### config.mk
export PLATFORM = sky130hd
export DESIGN_NAME = hist_scan_ctrl_flat
export DESIGN_NICKNAME = d
export VERILOG_FILES = /design/src/rtl/hist_pkg.sv /design/src/rtl/hist_scan_ctrl_if.sv /design/src/rtl/hist_rmw_pipe.sv /design/src/rtl/hist_scan_ctrl.sv /design/src/flat_wrapper.sv
export SDC_FILE = /design/constraint.sdc
export NUM_CORES = 1
export LEC_CHECK = 0
export ABC_AREA = 1
export CAP_MARGIN = 20
export CORE_AREA = 2 2 91 93
export DETAILED_ROUTE_END_ITERATION = 16
export DIE_AREA = 0 0 93 95
export GPL_TIMING_DRIVEN = 0
export PLACE_DENSITY = 0.8
export SETUP_SLACK_MARGIN = 0.4
export SYNTH_ARGS = -nofsm -noshare
export SYNTH_HDL_FRONTEND = slang
export SYNTH_SLANG_ARGS = --single-unit
### constraint.sdc
create_clock -name clk -period 3.18 [get_ports clk]
set_input_delay 0.954 -clock clk [delete_from_list [all_inputs] [get_ports clk]]
set_output_delay 0.954 -clock clk [all_outputs]
set_load 0.1 [all_outputs]
### src/rtl/hist_pkg.sv
// Shared constants, state encoding and the saturating increment used by the
// histogram scan controller and its read-modify-write pipe.
package hist_pkg;

    localparam int NPIX   = 4096;
    localparam int ADDR_W = 12;
    localparam int PIX_W  = 6;
    localparam int NBINS  = 1 << PIX_W;
    localparam int CNT_W  = 13;

    localparam logic [ADDR_W-1:0] LAST_PIX = ADDR_W'(NPIX - 1);
    localparam logic [PIX_W-1:0]  LAST_BIN = PIX_W'(NBINS - 1);

    typedef enum logic [2:0] {
        IDLE,
        CLEAR,
        SCAN,
        DRAIN,
        RD_ISSUE,
        RD_PRESENT,
        DONE
    } state_t;

    // Counts stick at all-ones rather than wrapping back to zero.
    function automatic logic [CNT_W-1:0] sat_inc(input logic [CNT_W-1:0] v);
        return (&v) ? v : v + CNT_W'(1);
    endfunction

endpackage

### src/rtl/hist_scan_ctrl_if.sv
// Bundles the control handshake, pixel mux, count-BRAM ports and histogram
// readout stream of the scan controller.
//   master : controller side (drives busy/done, pix_addr, BRAM address/write, readout)
//   slave  : environment side (drives start, pix_in, BRAM read data, hist_ready)
interface hist_scan_ctrl_if;
    import hist_pkg::*;

    logic              start;
    logic              busy;
    logic              done;
    logic [ADDR_W-1:0] pix_addr;
    logic [PIX_W-1:0]  pix_in;
    logic [PIX_W-1:0]  bin_rd_addr;
    logic [CNT_W-1:0]  bin_rd_data;
    logic              bin_wr_en;
    logic [PIX_W-1:0]  bin_wr_addr;
    logic [CNT_W-1:0]  bin_wr_data;
    logic              hist_valid;
    logic              hist_ready;
    logic [PIX_W-1:0]  hist_bin;
    logic [CNT_W-1:0]  hist_count;
    logic              hist_last;

    modport master (
        input  start, pix_in, bin_rd_data, hist_ready,
        output busy, done, pix_addr, bin_rd_addr, bin_wr_en, bin_wr_addr,
               bin_wr_data, hist_valid, hist_bin, hist_count, hist_last
    );

    modport slave (
        output start, pix_in, bin_rd_data, hist_ready,
        input  busy, done, pix_addr, bin_rd_addr, bin_wr_en, bin_wr_addr,
               bin_wr_data, hist_valid, hist_bin, hist_count, hist_last
    );

endinterface

### src/rtl/hist_rmw_pipe.sv
// Two-stage read-modify-write pipe for the bin counters, plus the BRAM port mux.
//   clk, rst        clock, synchronous active-high reset
//   clear_en/addr   CLEAR phase: write zero to clear_addr
//   scan_en/pix_in  SCAN phase: capture a pixel into S0 this cycle
//   rd_en/rd_addr   readout phase: read address override
//   bin_rd_data     BRAM read data (1-cycle latency, read-first)
//   bin_rd_addr, bin_wr_en, bin_wr_addr, bin_wr_data   BRAM port drive
module hist_rmw_pipe
    import hist_pkg::*;
(
    input  logic             clk,
    input  logic             rst,
    input  logic             clear_en,
    input  logic [PIX_W-1:0] clear_addr,
    input  logic             scan_en,
    input  logic [PIX_W-1:0] pix_in,
    input  logic             rd_en,
    input  logic [PIX_W-1:0] rd_addr,
    input  logic [CNT_W-1:0] bin_rd_data,
    output logic [PIX_W-1:0] bin_rd_addr,
    output logic             bin_wr_en,
    output logic [PIX_W-1:0] bin_wr_addr,
    output logic [CNT_W-1:0] bin_wr_data
);

    logic             s0_valid_q, s0_valid_d;
    logic [PIX_W-1:0] s0_pix_q, s0_pix_d;
    logic             s1_valid_q, s1_valid_d;
    logic [PIX_W-1:0] s1_pix_q, s1_pix_d;
    logic             fwd_q, fwd_d;
    logic [CNT_W-1:0] last_wr_q, last_wr_d;
    logic [CNT_W-1:0] base;
    logic [CNT_W-1:0] inc;

    always_comb begin
        s0_valid_d = scan_en;
        s0_pix_d   = scan_en ? pix_in : '0;
        s1_valid_d = s0_valid_q;
        s1_pix_d   = s0_pix_q;
        // The BRAM read issued for S0 coincides with S1's write; when both hit
        // the same bin the read returns the pre-write value, so take the value
        // S1 is writing instead, one cycle later.
        fwd_d      = s0_valid_q && s1_valid_q && (s0_pix_q == s1_pix_q);
        base       = fwd_q ? last_wr_q : bin_rd_data;
        inc        = sat_inc(base);
        last_wr_d  = s1_valid_q ? inc : last_wr_q;
    end

    always_comb begin
        bin_wr_en   = clear_en | s1_valid_q;
        bin_wr_addr = '0;
        bin_wr_data = '0;
        if (clear_en) begin
            bin_wr_addr = clear_addr;
        end else if (s1_valid_q) begin
            bin_wr_addr = s1_pix_q;
            bin_wr_data = inc;
        end
        bin_rd_addr = rd_en ? rd_addr : s0_pix_q;
    end

    always_ff @(posedge clk) begin
        if (rst) begin
            s0_valid_q <= 1'b0;
            s0_pix_q   <= '0;
            s1_valid_q <= 1'b0;
            s1_pix_q   <= '0;
            fwd_q      <= 1'b0;
            last_wr_q  <= '0;
        end else begin
            s0_valid_q <= s0_valid_d;
            s0_pix_q   <= s0_pix_d;
            s1_valid_q <= s1_valid_d;
            s1_pix_q   <= s1_pix_d;
            fwd_q      <= fwd_d;
            last_wr_q  <= last_wr_d;
        end
    end

endmodule

### src/rtl/hist_scan_ctrl.sv
// Sequences one histogram pass: clear the 64 bins, scan every pixel through
// the RMW pipe, drain it, then stream the bins out over valid/ready.
//   clk  system clock
//   rst  synchronous active-high reset; aborts a pass immediately
//   bus  hist_scan_ctrl_if.master: start/busy/done, pixel mux, BRAM, readout
//
// state      | meaning
// IDLE       | waiting for start
// CLEAR      | write zero to bin idx (64 cycles)
// SCAN       | present pix_addr 0..NPIX-1, one per cycle
// DRAIN      | two cycles letting S0/S1 retire the last pixels
// RD_ISSUE   | read address = bin idx
// RD_PRESENT | beat valid with the read data; advance on ready
// DONE       | one-cycle done pulse
module hist_scan_ctrl
    import hist_pkg::*;
(
    input  logic              clk,
    input  logic              rst,
    hist_scan_ctrl_if.master  bus
);

    state_t            state_q, state_d;
    logic [ADDR_W-1:0] pix_addr_q, pix_addr_d;
    logic [PIX_W-1:0]  idx_q, idx_d;
    logic              busy_q, busy_d;
    logic              done_q, done_d;
    logic              hist_valid_q, hist_valid_d;
    logic [PIX_W-1:0]  hist_bin_q, hist_bin_d;
    logic              hist_last_q, hist_last_d;

    always_comb begin
        state_d      = state_q;
        pix_addr_d   = pix_addr_q;
        idx_d        = idx_q;
        busy_d       = busy_q;
        done_d       = 1'b0;
        hist_valid_d = hist_valid_q;
        hist_bin_d   = hist_bin_q;
        hist_last_d  = hist_last_q;
        case (state_q)
            IDLE: begin
                if (bus.start) begin
                    state_d = CLEAR;
                    idx_d   = '0;
                    busy_d  = 1'b1;
                end
            end
            CLEAR: begin
                idx_d = idx_q + 1'b1;
                if (idx_q == LAST_BIN) begin
                    state_d    = SCAN;
                    idx_d      = '0;
                    pix_addr_d = '0;
                end
            end
            SCAN: begin
                pix_addr_d = pix_addr_q + 1'b1;
                if (pix_addr_q == LAST_PIX) begin
                    state_d    = DRAIN;
                    pix_addr_d = '0;
                    idx_d      = '0;
                end
            end
            DRAIN: begin
                idx_d = idx_q + 1'b1;
                if (idx_q == PIX_W'(1)) begin
                    state_d = RD_ISSUE;
                    idx_d   = '0;
                end
            end
            RD_ISSUE: begin
                state_d      = RD_PRESENT;
                hist_valid_d = 1'b1;
                hist_bin_d   = idx_q;
                hist_last_d  = (idx_q == LAST_BIN);
            end
            RD_PRESENT: begin
                if (bus.hist_ready) begin
                    hist_valid_d = 1'b0;
                    hist_last_d  = 1'b0;
                    if (idx_q == LAST_BIN) begin
                        state_d = DONE;
                        done_d  = 1'b1;
                        idx_d   = '0;
                    end else begin
                        state_d = RD_ISSUE;
                        idx_d   = idx_q + 1'b1;
                    end
                end
            end
            DONE: begin
                state_d = IDLE;
                busy_d  = 1'b0;
            end
            default: begin
                state_d = IDLE;
            end
        endcase
    end

    always_ff @(posedge clk) begin
        if (rst) begin
            state_q      <= IDLE;
            pix_addr_q   <= '0;
            idx_q        <= '0;
            busy_q       <= 1'b0;
            done_q       <= 1'b0;
            hist_valid_q <= 1'b0;
            hist_bin_q   <= '0;
            hist_last_q  <= 1'b0;
        end else begin
            state_q      <= state_d;
            pix_addr_q   <= pix_addr_d;
            idx_q        <= idx_d;
            busy_q       <= busy_d;
            done_q       <= done_d;
            hist_valid_q <= hist_valid_d;
            hist_bin_q   <= hist_bin_d;
            hist_last_q  <= hist_last_d;
        end
    end

    // The read address is held through RD_PRESENT, so the BRAM output register
    // keeps presenting the same count while the beat is stalled.
    hist_rmw_pipe u_rmw (
        .clk         (clk),
        .rst         (rst),
        .clear_en    (state_q == CLEAR),
        .clear_addr  (idx_q),
        .scan_en     (state_q == SCAN),
        .pix_in      (bus.pix_in),
        .rd_en       ((state_q == RD_ISSUE) || (state_q == RD_PRESENT)),
        .rd_addr     (idx_q),
        .bin_rd_data (bus.bin_rd_data),
        .bin_rd_addr (bus.bin_rd_addr),
        .bin_wr_en   (bus.bin_wr_en),
        .bin_wr_addr (bus.bin_wr_addr),
        .bin_wr_data (bus.bin_wr_data)
    );

    assign bus.busy       = busy_q;
    assign bus.done       = done_q;
    assign bus.pix_addr   = pix_addr_q;
    assign bus.hist_valid = hist_valid_q;
    assign bus.hist_bin   = hist_bin_q;
    assign bus.hist_last  = hist_last_q;
    assign bus.hist_count = hist_valid_q ? bus.bin_rd_data : '0;

endmodule

### src/flat_wrapper.sv
// flat-port wrapper written by rule: the top's interface ports become plain ports
module hist_scan_ctrl_flat import hist_pkg::*;
  (clk, rst, bus_start, bus_pix_in, bus_bin_rd_data, bus_hist_ready, bus_busy, bus_done, bus_pix_addr, bus_bin_rd_addr, bus_bin_wr_en, bus_bin_wr_addr, bus_bin_wr_data, bus_hist_valid, bus_hist_bin, bus_hist_count, bus_hist_last);
  hist_scan_ctrl_if bus_i ();
  input  logic clk;
  input  logic rst;
  input wire logic [$bits(bus_i.start)-1:0] bus_start;
  input wire logic [$bits(bus_i.pix_in)-1:0] bus_pix_in;
  input wire logic [$bits(bus_i.bin_rd_data)-1:0] bus_bin_rd_data;
  input wire logic [$bits(bus_i.hist_ready)-1:0] bus_hist_ready;
  output wire logic [$bits(bus_i.busy)-1:0] bus_busy;
  output wire logic [$bits(bus_i.done)-1:0] bus_done;
  output wire logic [$bits(bus_i.pix_addr)-1:0] bus_pix_addr;
  output wire logic [$bits(bus_i.bin_rd_addr)-1:0] bus_bin_rd_addr;
  output wire logic [$bits(bus_i.bin_wr_en)-1:0] bus_bin_wr_en;
  output wire logic [$bits(bus_i.bin_wr_addr)-1:0] bus_bin_wr_addr;
  output wire logic [$bits(bus_i.bin_wr_data)-1:0] bus_bin_wr_data;
  output wire logic [$bits(bus_i.hist_valid)-1:0] bus_hist_valid;
  output wire logic [$bits(bus_i.hist_bin)-1:0] bus_hist_bin;
  output wire logic [$bits(bus_i.hist_count)-1:0] bus_hist_count;
  output wire logic [$bits(bus_i.hist_last)-1:0] bus_hist_last;
  assign bus_i.start = bus_start;
  assign bus_i.pix_in = bus_pix_in;
  assign bus_i.bin_rd_data = bus_bin_rd_data;
  assign bus_i.hist_ready = bus_hist_ready;
  assign bus_busy = bus_i.busy;
  assign bus_done = bus_i.done;
  assign bus_pix_addr = bus_i.pix_addr;
  assign bus_bin_rd_addr = bus_i.bin_rd_addr;
  assign bus_bin_wr_en = bus_i.bin_wr_en;
  assign bus_bin_wr_addr = bus_i.bin_wr_addr;
  assign bus_bin_wr_data = bus_i.bin_wr_data;
  assign bus_hist_valid = bus_i.hist_valid;
  assign bus_hist_bin = bus_i.hist_bin;
  assign bus_hist_count = bus_i.hist_count;
  assign bus_hist_last = bus_i.hist_last;
  hist_scan_ctrl u_core (.clk(clk), .rst(rst), .bus(bus_i));
endmodule
# Word level (Yosys, flattened, before mapping)
# Cells that the tools add are included.
[word_totals] mem_bits_rw=0 mem_count=0 romBits=0 word_cells=82 latchBits=0 output_inout_bits=61 ff_bits=59
[op_classes] shift=0 n_div=0 addsub=3 n_mul=0 bitwise_logic=4 n_eq_ne=15 n_reduce_logical=16 magnitude_cmp=0 mux=30
[op_table] op="$mux W13" n=5
[op_table] op="$mux W6" n=8
[op_table] op="$pmux W6 S5" n=1
[op_table] op="$mux W12" n=2
[op_table] op="$pmux W12 S2" n=1
[op_table] op="$pmux W3 S6" n=1
[op_table] op="$mux W3" n=5
[op_table] op="$add A13 B1 Y13 const B" n=1
[op_table] op="$reduce_and A13 Y1" n=1
[op_table] op="$add A12 B1 Y12 const B" n=1
[op_table] op="$eq A12 B12 Y1 const B" n=1
[op_table] op="$eq A3 B3 Y1 const B" n=3
[op_table] op="$add A6 B1 Y6 const B" n=1
[op_table] op="$eq A3 B2 Y1 const B" n=2
[op_table] op="$eq A6 B1 Y1 const B" n=1
[op_table] op="$eq A6 B6 Y1" n=1
[op_table] op="$eq A6 B6 Y1 const B" n=1
[op_table] op="$ne A2 B1 Y1 const B" n=3
[op_table] op="$pmux W1 S2" n=3
[op_table] op="$reduce_and A2 Y1" n=3
[op_table] op="$reduce_bool A2 Y1" n=3
[op_table] op="$reduce_and A5 Y1" n=1
[op_table] op="$reduce_bool A5 Y1" n=1
[op_table] op="$ne A2 B2 Y1 const B" n=2
[op_table] op="other kinds (11)" n=16

# Longest topological paths before layout
[depth] ltp_word=5 ltp_mapped=15 depth_no_buf=14

# Cells and area by module
# A second synthesis with hierarchy kept.
[hier_totals] hier_cells=560 hier_area_um2=3804.9
[modules_own_cells] module="hist_rmw_pipe" cells_per_inst=280 instances=1 area_per_inst_um2=1949.4 seq_area_each_um2=560.5
[modules_own_cells] module="hist_scan_ctrl" cells_per_inst=280 instances=1 area_per_inst_um2=1855.5 seq_area_each_um2=620.6

# Least setup slack after synthesis
# No wires, ideal clock.
[synth_path] kind="input-to-output" from="input port bus_bin_rd_data[0]" to="output port bus_bin_wr_data[0]" arrival_time_ps=3357 path_stages=12 slack_ps=-1131 path_cell_list="o21ai_1 -> inv_1 -> ha_1 -> inv_1 -> nor2_4 -> nand2_2 -> inv_2 -> nand2_4 -> nand2_1 -> nand2_1 -> nand2_1 -> nor2_1"
[synth_via] elab_chain_len=5 elab_cells_between_ends=6 classes_between="1 x add/sub; 4 x mux; 1 x reduce/logical"
[synth_lines] item="from (decl)" line="flat_wrapper.sv:9" text="input wire logic [$bits(bus_i.bin_rd_data)-1:0] bus_bin_rd_data;"
[synth_lines] item="$mux W13 *" line="hist_rmw_pipe.sv:44" text="base = fwd_q ? last_wr_q : bin_rd_data;"
[synth_lines] item="$add A13 B1 Y13 or $reduce_and A13 Y1 (tied branches)" line="hist_pkg.sv:26" text="return (&v) ? v : v + CNT_W'(1);"
[synth_lines] item="$mux W13 *" line="hist_pkg.sv:26"
[synth_lines] item="$mux W13 *" line="hist_rmw_pipe.sv:55" text="end else if (s1_valid_q) begin"
[synth_lines] item="$mux W13 *" line="hist_rmw_pipe.sv:53" text="if (clear_en) begin"
[synth_lines] item="to (decl)" line="flat_wrapper.sv:17" text="output wire logic [$bits(bus_i.bin_wr_data)-1:0] bus_bin_wr_data;"
# Every way passes the cells marked *; elsewhere a longest branch is shown, timed or not.

# Final worst setup path
[layout_path] from="input port bus_bin_rd_data[0]" to="output port bus_bin_wr_data[6]"
# Same word-level chain as after synthesis.

==> impl_metrics.json <==
{
  "first_pass_iters": 5,
  "grt_pass1_vias": 3695,
  "cp.required_ns": 2.23,
  "fin_ws_ns": -0.102,
  "clk_pin_slew_worst_paths_ns": 0.06,
  "detail_route.iter0.violations": 245,
  "rsz0062_at_grt": "yes",
  "grt_pass1_wl_um": 17000,
  "start_util_pct": 43.2,
  "slew_viol_final": 0,
  "synth.distinct_cells": 41,
  "slowest_stage": "ha_4",
  "cts_tree": "done",
  "violations": "negative setup slack",
  "utilization_pct": 67.3,
  "period_minus_slack_ns": 3.28,
  "power.internal_mw": 1.51,
  "syn_to_final_growth_pct": 55.9,
  "clock.fmax_mhz": 305,
  "p_sw_share_pct": 50.9,
  "final_cell_mix": "128 x nand2_1, 59 x inv_1, 55 x dfxtp_1",
  "wl_per_cell_um": 15.0,
  "core_mm2": 0.00793,
  "synthArstFlopShare_pct": 0,
  "hold_viol": 0,
  "r2r_cells": 16,
  "crit_path_start_kind": "input port",
  "die_x_um": 93,
  "ys.flop_type": "dfxtp_1",
  "crit_fanout": 4,
  "seq_power_share_pct": 29.4,
  "netSwitchingPower_mw": 1.56,
  "htree_num_levels": 3,
  "antenna_found_initial": 0,
  "drc": 0,
  "crit_buf_inv": 5,
  "ioPinCount": 84,
  "share_comb_of_total_power_pct": 52.0,
  "hp-class": "flop to flop",
  "avgSynthCellArea_um2": 6.48,
  "r2r_end": "u_core.u_rmw.last_wr_q[1]",
  "vdd_ir_drop_max_uv": 377,
  "clock_power_share_pct": 18.6,
  "synth_area_leader_cell": "dfxtp_1",
  "layout.nets": 689,
  "final.setup.tns_ns": -0.765,
  "gp_congestion": 0.944,
  "worst_pin_slew_ns": 0.967,
  "cts-root-buf": "clkbuf_8",
  "drive_gt1_share_pct": 35.2,
  "die_h_um": 95,
  "diodes": 0,
  "p_per_area_mw_per_mm2": 575,
  "yosysTopAreaCellShare_pct": 34.5,
  "ys_ff_latch": 59,
  "min-delay-start": "u_core.u_rmw.s0_valid_q",
  "maxCapViolCount": 0,
  "cts_hold_buf": 0,
  "synth.top_cells.by_area": "dfxtp_1 35%, nand2_1 16%, inv_1 6.7%",
  "worstReg2RegStart": "u_core.u_rmw.fwd_q",
  "hold_depth": 2,
  "whs_endpoint": "u_core.u_rmw.s1_valid_q",
  "yosys_warnings": 0,
  "slew_headroom_pct": 35.4,
  "post_drt_via_cell_ratio": 5.20,
  "clock_skew_ns": 0.00684,
  "final_common_cell": "nand2_1",
  "p_total_mw": 3.07,
  "cts_num_sinks": 59,
  "cts_made_buffers": 9,
  "track_usage_pct": 24.2,
  "seq_area_frac_synth_pct": 34.5,
  "setup_viol": 12,
  "grt_remaining_overflow": 0,
  "r2r_slack_ns": 1.11,
  "ant_nets": 0,
  "status": "complete, but fails checks",
  "syn_area_mm2": 0.00342,
  "fp.dieArea_mm2": 0.00884,
  "hpwl_um": 7510,
  "arrival_ns": 2.33,
  "io_buffer_count": 83,
  "vias": 4016,
  "grt_max_degree": 11,
  "post-place-ws_ns": -1.61,
  "postPlaceCellArea_mm2": 0.00463,
  "critPathMaxStageDelay_ns": 0.18,
  "crit_type": "input port to primary output",
  "synth_edf_count": 0,
  "wirelength_um": 11600,
  "cts_buffer_depth": 2,
  "clock_latency_ns": 0.34,
  "path_depth": 13,
  "p_leak_nw": 2.53,
  "worst_setup_path_end_kind": "primary output",
  "path_cells": "buf_8, o21ai_4, inv_2, ha_4, inv_4, nor2_4, buf_4, nand2_1, nand2_1, nand3_2, nand2_2, nor2_4, buf_12",
  "syn-instance-count": 528,
  "period_share_pct": 103,
  "num_rows": 33,
  "critPathTopFamily": "buffers and inverters",
  "synth.net_count": 555,
  "postLayoutCellArea_mm2": 0.00534
}
[how the worst max path moves through the flow]
stage                              end                from
finish              bus_bin_wr_data[6]  bus_bin_rd_data[0]
global route        bus_bin_wr_data[0]  bus_bin_rd_data[0]
CTS                 bus_bin_wr_data[1]  bus_bin_rd_data[0]
detailed placement  bus_bin_wr_data[4]  bus_bin_rd_data[0]
global placement    bus_bin_wr_data[4]  bus_bin_rd_data[0]
floorplan           bus_bin_wr_data[0]  bus_bin_rd_data[0]
[cell type report]
class                   count  area (um2)
fillers                   630        2590
multi-input cells         383        2290
flip-flops and latches     59        1190
repair buffers            122        1170
inverters                  71         275
clock buffers              11         131
well taps                 105         131
plain buffers              16         120
clock inverters             5        30.0
[Yosys cell counts, types with 3 or more instances]
| cell type | n |
|---|---|
| a21oi_1 | 32 |
| buf_2 | 3 |
| clkbuf_1 | 9 |
| dfxtp_1 | 59 |
| ha_1 | 4 |
| inv_1 | 61 |
| inv_2 | 8 |
| nand2_1 | 149 |
| nand2_2 | 14 |
| nand2_4 | 6 |
| nand3_1 | 34 |
| nand4_1 | 9 |
| nor2_1 | 53 |
| nor2_2 | 9 |
| nor2_4 | 3 |
| nor3_1 | 5 |
| o21ai_0 | 25 |
| o21ai_1 | 7 |
| or2_2 | 3 |
| xnor2_1 | 3 |
| xor2_1 | 7 |
[cells by family (layout without fill, tap and decap cells)]
kind of cell / Yosys count / count (layout) / synth area share (%)
xor+xnor: 10 / 10 / 2.56
buf+inv: 87 / 225 / 10.4
simple gates: 294 / 295 / 39.5
compound gates: 74 / 74 / 11.6
flops: 59 / 59 / 34.5
fa+ha+maj: 4 / 4 / 1.46
[timing repair]
item / CTS / global route
setup buffers: 19 / 19
pin swaps: 34 / 36
resized for setup: 332 / 75
setup endpoints to repair: 55 / 41
cloned: 1 / 0
hold endpoints to repair: 0 / 0
[per-stage QoR]
| stage | std cells | hold WS [ns] |
|---|---|---|
| 2_1_floorplan | 528 | 0.400 |
| 3_3_place_gp | 716 | 0.418 |
| 3_5_place_dp | 717 | 0.427 |
| 4_1_cts | 753 | 0.434 |
| 5_1_grt | 772 | 0.472 |
| 6_report | 772 | 0.437 |
[worst min-delay path, cell delays in order, from the launching register on]
cell and delay [ns]:
dfxtp_1 0.30, inv_1 0.04, nor2_1 0.05
[registers in the layout (all words and copies together) (netlist names)]
signal	flops
u_core.bus.hist_bin	6
u_core.idx_q	6
u_core.bus.pix_addr	12
u_core.state_q	3
u_core.u_rmw.last_wr_q	13
u_core.u_rmw.s0_valid_q	1
u_core.bus.done	1
u_core.u_rmw.s0_pix_q	6
u_core.bus.hist_last	1
u_core.bus.busy	1
u_core.u_rmw.s1_pix_q	6
u_core.u_rmw.s1_valid_q	1
u_core.u_rmw.fwd_q	1
u_core.bus.hist_valid	1
[routing by layer]
metal | up-vias | track usage, % | share of wire (%)
li1 | 1939 | - | -
met1 | 1849 | 27.3 | 39
met2 | 192 | 43.5 | 51
met3 | 36 | 5.51 | 7.1
met4 | 0 | 11.3 | 3.1
met5 | - | 0 | 0
[power groups by stage]
stage                     Clock (mW)  Sequential [mW]  Combinational [mW]
final                          0.570            0.904                1.60
after global routing           0.616            0.912                1.70
after CTS                      0.578            0.895                1.54
after detailed placement           0            0.910                1.48
after global placement             0            0.908                1.44
after floorplan                    0             1.00                1.04
Power figures use the tool's default switching activity.
==> RTL edit: new RTL, same flow settings <==
Encoding of `state_t`: now one-hot (7 bits for 7 states).
--- a/src/rtl/hist_pkg.sv
+++ b/src/rtl/hist_pkg.sv
@@ -13,10 +13,10 @@
 
-    typedef enum logic [2:0] {
-        IDLE,
-        CLEAR,
-        SCAN,
-        DRAIN,
-        RD_ISSUE,
-        RD_PRESENT,
-        DONE
+    typedef enum logic [6:0] {
+        IDLE       = 7'b0000001,
+        CLEAR      = 7'b0000010,
+        SCAN       = 7'b0000100,
+        DRAIN      = 7'b0001000,
+        RD_ISSUE   = 7'b0010000,
+        RD_PRESENT = 7'b0100000,
+        DONE       = 7'b1000000
     } state_t;
Function: same outputs for any inputs over 10 cycles, from zero or initial values and one cycle with rst high; not proved beyond that.
==> RTL edit against the original RTL <==
The run still ends with negative setup slack left. Area after synthesis increased by 5.2%. Wire length increased by 15%. Cell area increased by 11%. Clock skew about the same. Sequential power decreased by 1%. Non-clock buffer count increased by 7. Final cell count increased by 3.4%. Die area unchanged. Total power decreased by 15%. Utilization increased by 7.2 points. Sequential cell count increased by 4. Worst setup slack got worse by 76 ps. Maximum frequency decreased by 2.3%. Critical path type unchanged. Largest power group is now registers.
==> RTL edit: results (changes against the original RTL) <==
GRT Resource Usage Total 0.2703 (+0.02792); setup TNS -1288 ps (-523.8 ps); Setup crit start bus_bin_rd_data[4]; Worst R2R Setup Slack 1200 ps (+90 ps); Vias/cell 5.474 (+5.2%); Max IR drop VDD 0.3702 mV (-1.7%); compound-cell area share of the yosys netlist 0.1171 (+0.001233); met3 Usage GRT 0.05427 (-0.0007981); Worst Path Arrival 2400 ps (+70 ps); met3 wire len 1000 microns (+22%); XOR/XNOR Fraction of Synth Area 0.02432 (-0.001262); final setup fails 12 (unchanged); routed wire length 13250 microns (+15%); routed length on met1 5029 microns (+13%); CP max stage cell clkdlybuf4s15_1; met2 wire len 6817 microns (+15%); DP Wirelength 7677 microns (+2.2%); Critical Path Sink bus_bin_wr_data[10]; outcome finished, violations left; Setup WS pre-CTS -1599 ps (+8.370 ps); Synth cell types 39 (-4.9%); M1 GR Usage 0.3255 (+0.05243); TritonRoute pass-1 iters 6 (+1); met2 Use GR 0.4674 (+0.03261); violated checks negative setup slack; area share of fa/ha/maj cells after synthesis 0.01390 (-0.0007213); LEAKAGE 2.786 nW (+10%); fill cell count 535 (-15%); final core utilization 0.7457 (+0.07244); GP Congestion 0.9355 (-0.89%); top cells by count, synth nand2_1 (143), inv_1 (73), nor2_1 (64); # port buffers 82 (-1.2%); largest net degree at the start of global routing 12 (+1); share of layout cells above drive strength 1 0.3665 (+0.01420); initial drt markers 328 (+34%); syn_area_per_cell 6.571 sq um (+1.4%); RR Endpoint u_core.u_rmw.last_wr_q[10]; Reg2Reg Depth 15 (-1); final worst slack -178.4 ps (-75.99 ps); vias in the first global route 4033 (+9.1%); post_cts resized 378 (+14%); hold slack 432.9 ps (-4.023 ps)
-- RTL edit: cell count changes in the layout (fill, tap and decap cells not counted), moves of 5 or more --
cell     change
buf_12       +8
buf_2       -10
inv_1       +10
nand2_1     -17
nand2_2      +7
nand2_4      -5
nand3_1      -8
nand3_2      +5
nand4_1      +8
nor2_1       +9
o21ai_0      +6
o21ai_2      -8
o21ai_4      +7
-- RTL edit: where the power goes --
part	total (W)	internal, W	switching (W)
Sequential	0.000892	0.000839	0.0000531
Combinational	0.000840	0.000285	0.000555
Clock	0.000870	0.000539	0.000331
Total	0.00260	0.00166	0.000939
-- RTL edit: final cells by class --
cell class,count,share of cell area
clock inverters,6,0.01820
well taps,105,0.02222
repair buffers,128,0.2301
inverters,82,0.05460
plain buffers,17,0.02201
flip-flops and latches,63,0.2148
clock buffers,10,0.02328
multi-input cells,387,0.4148
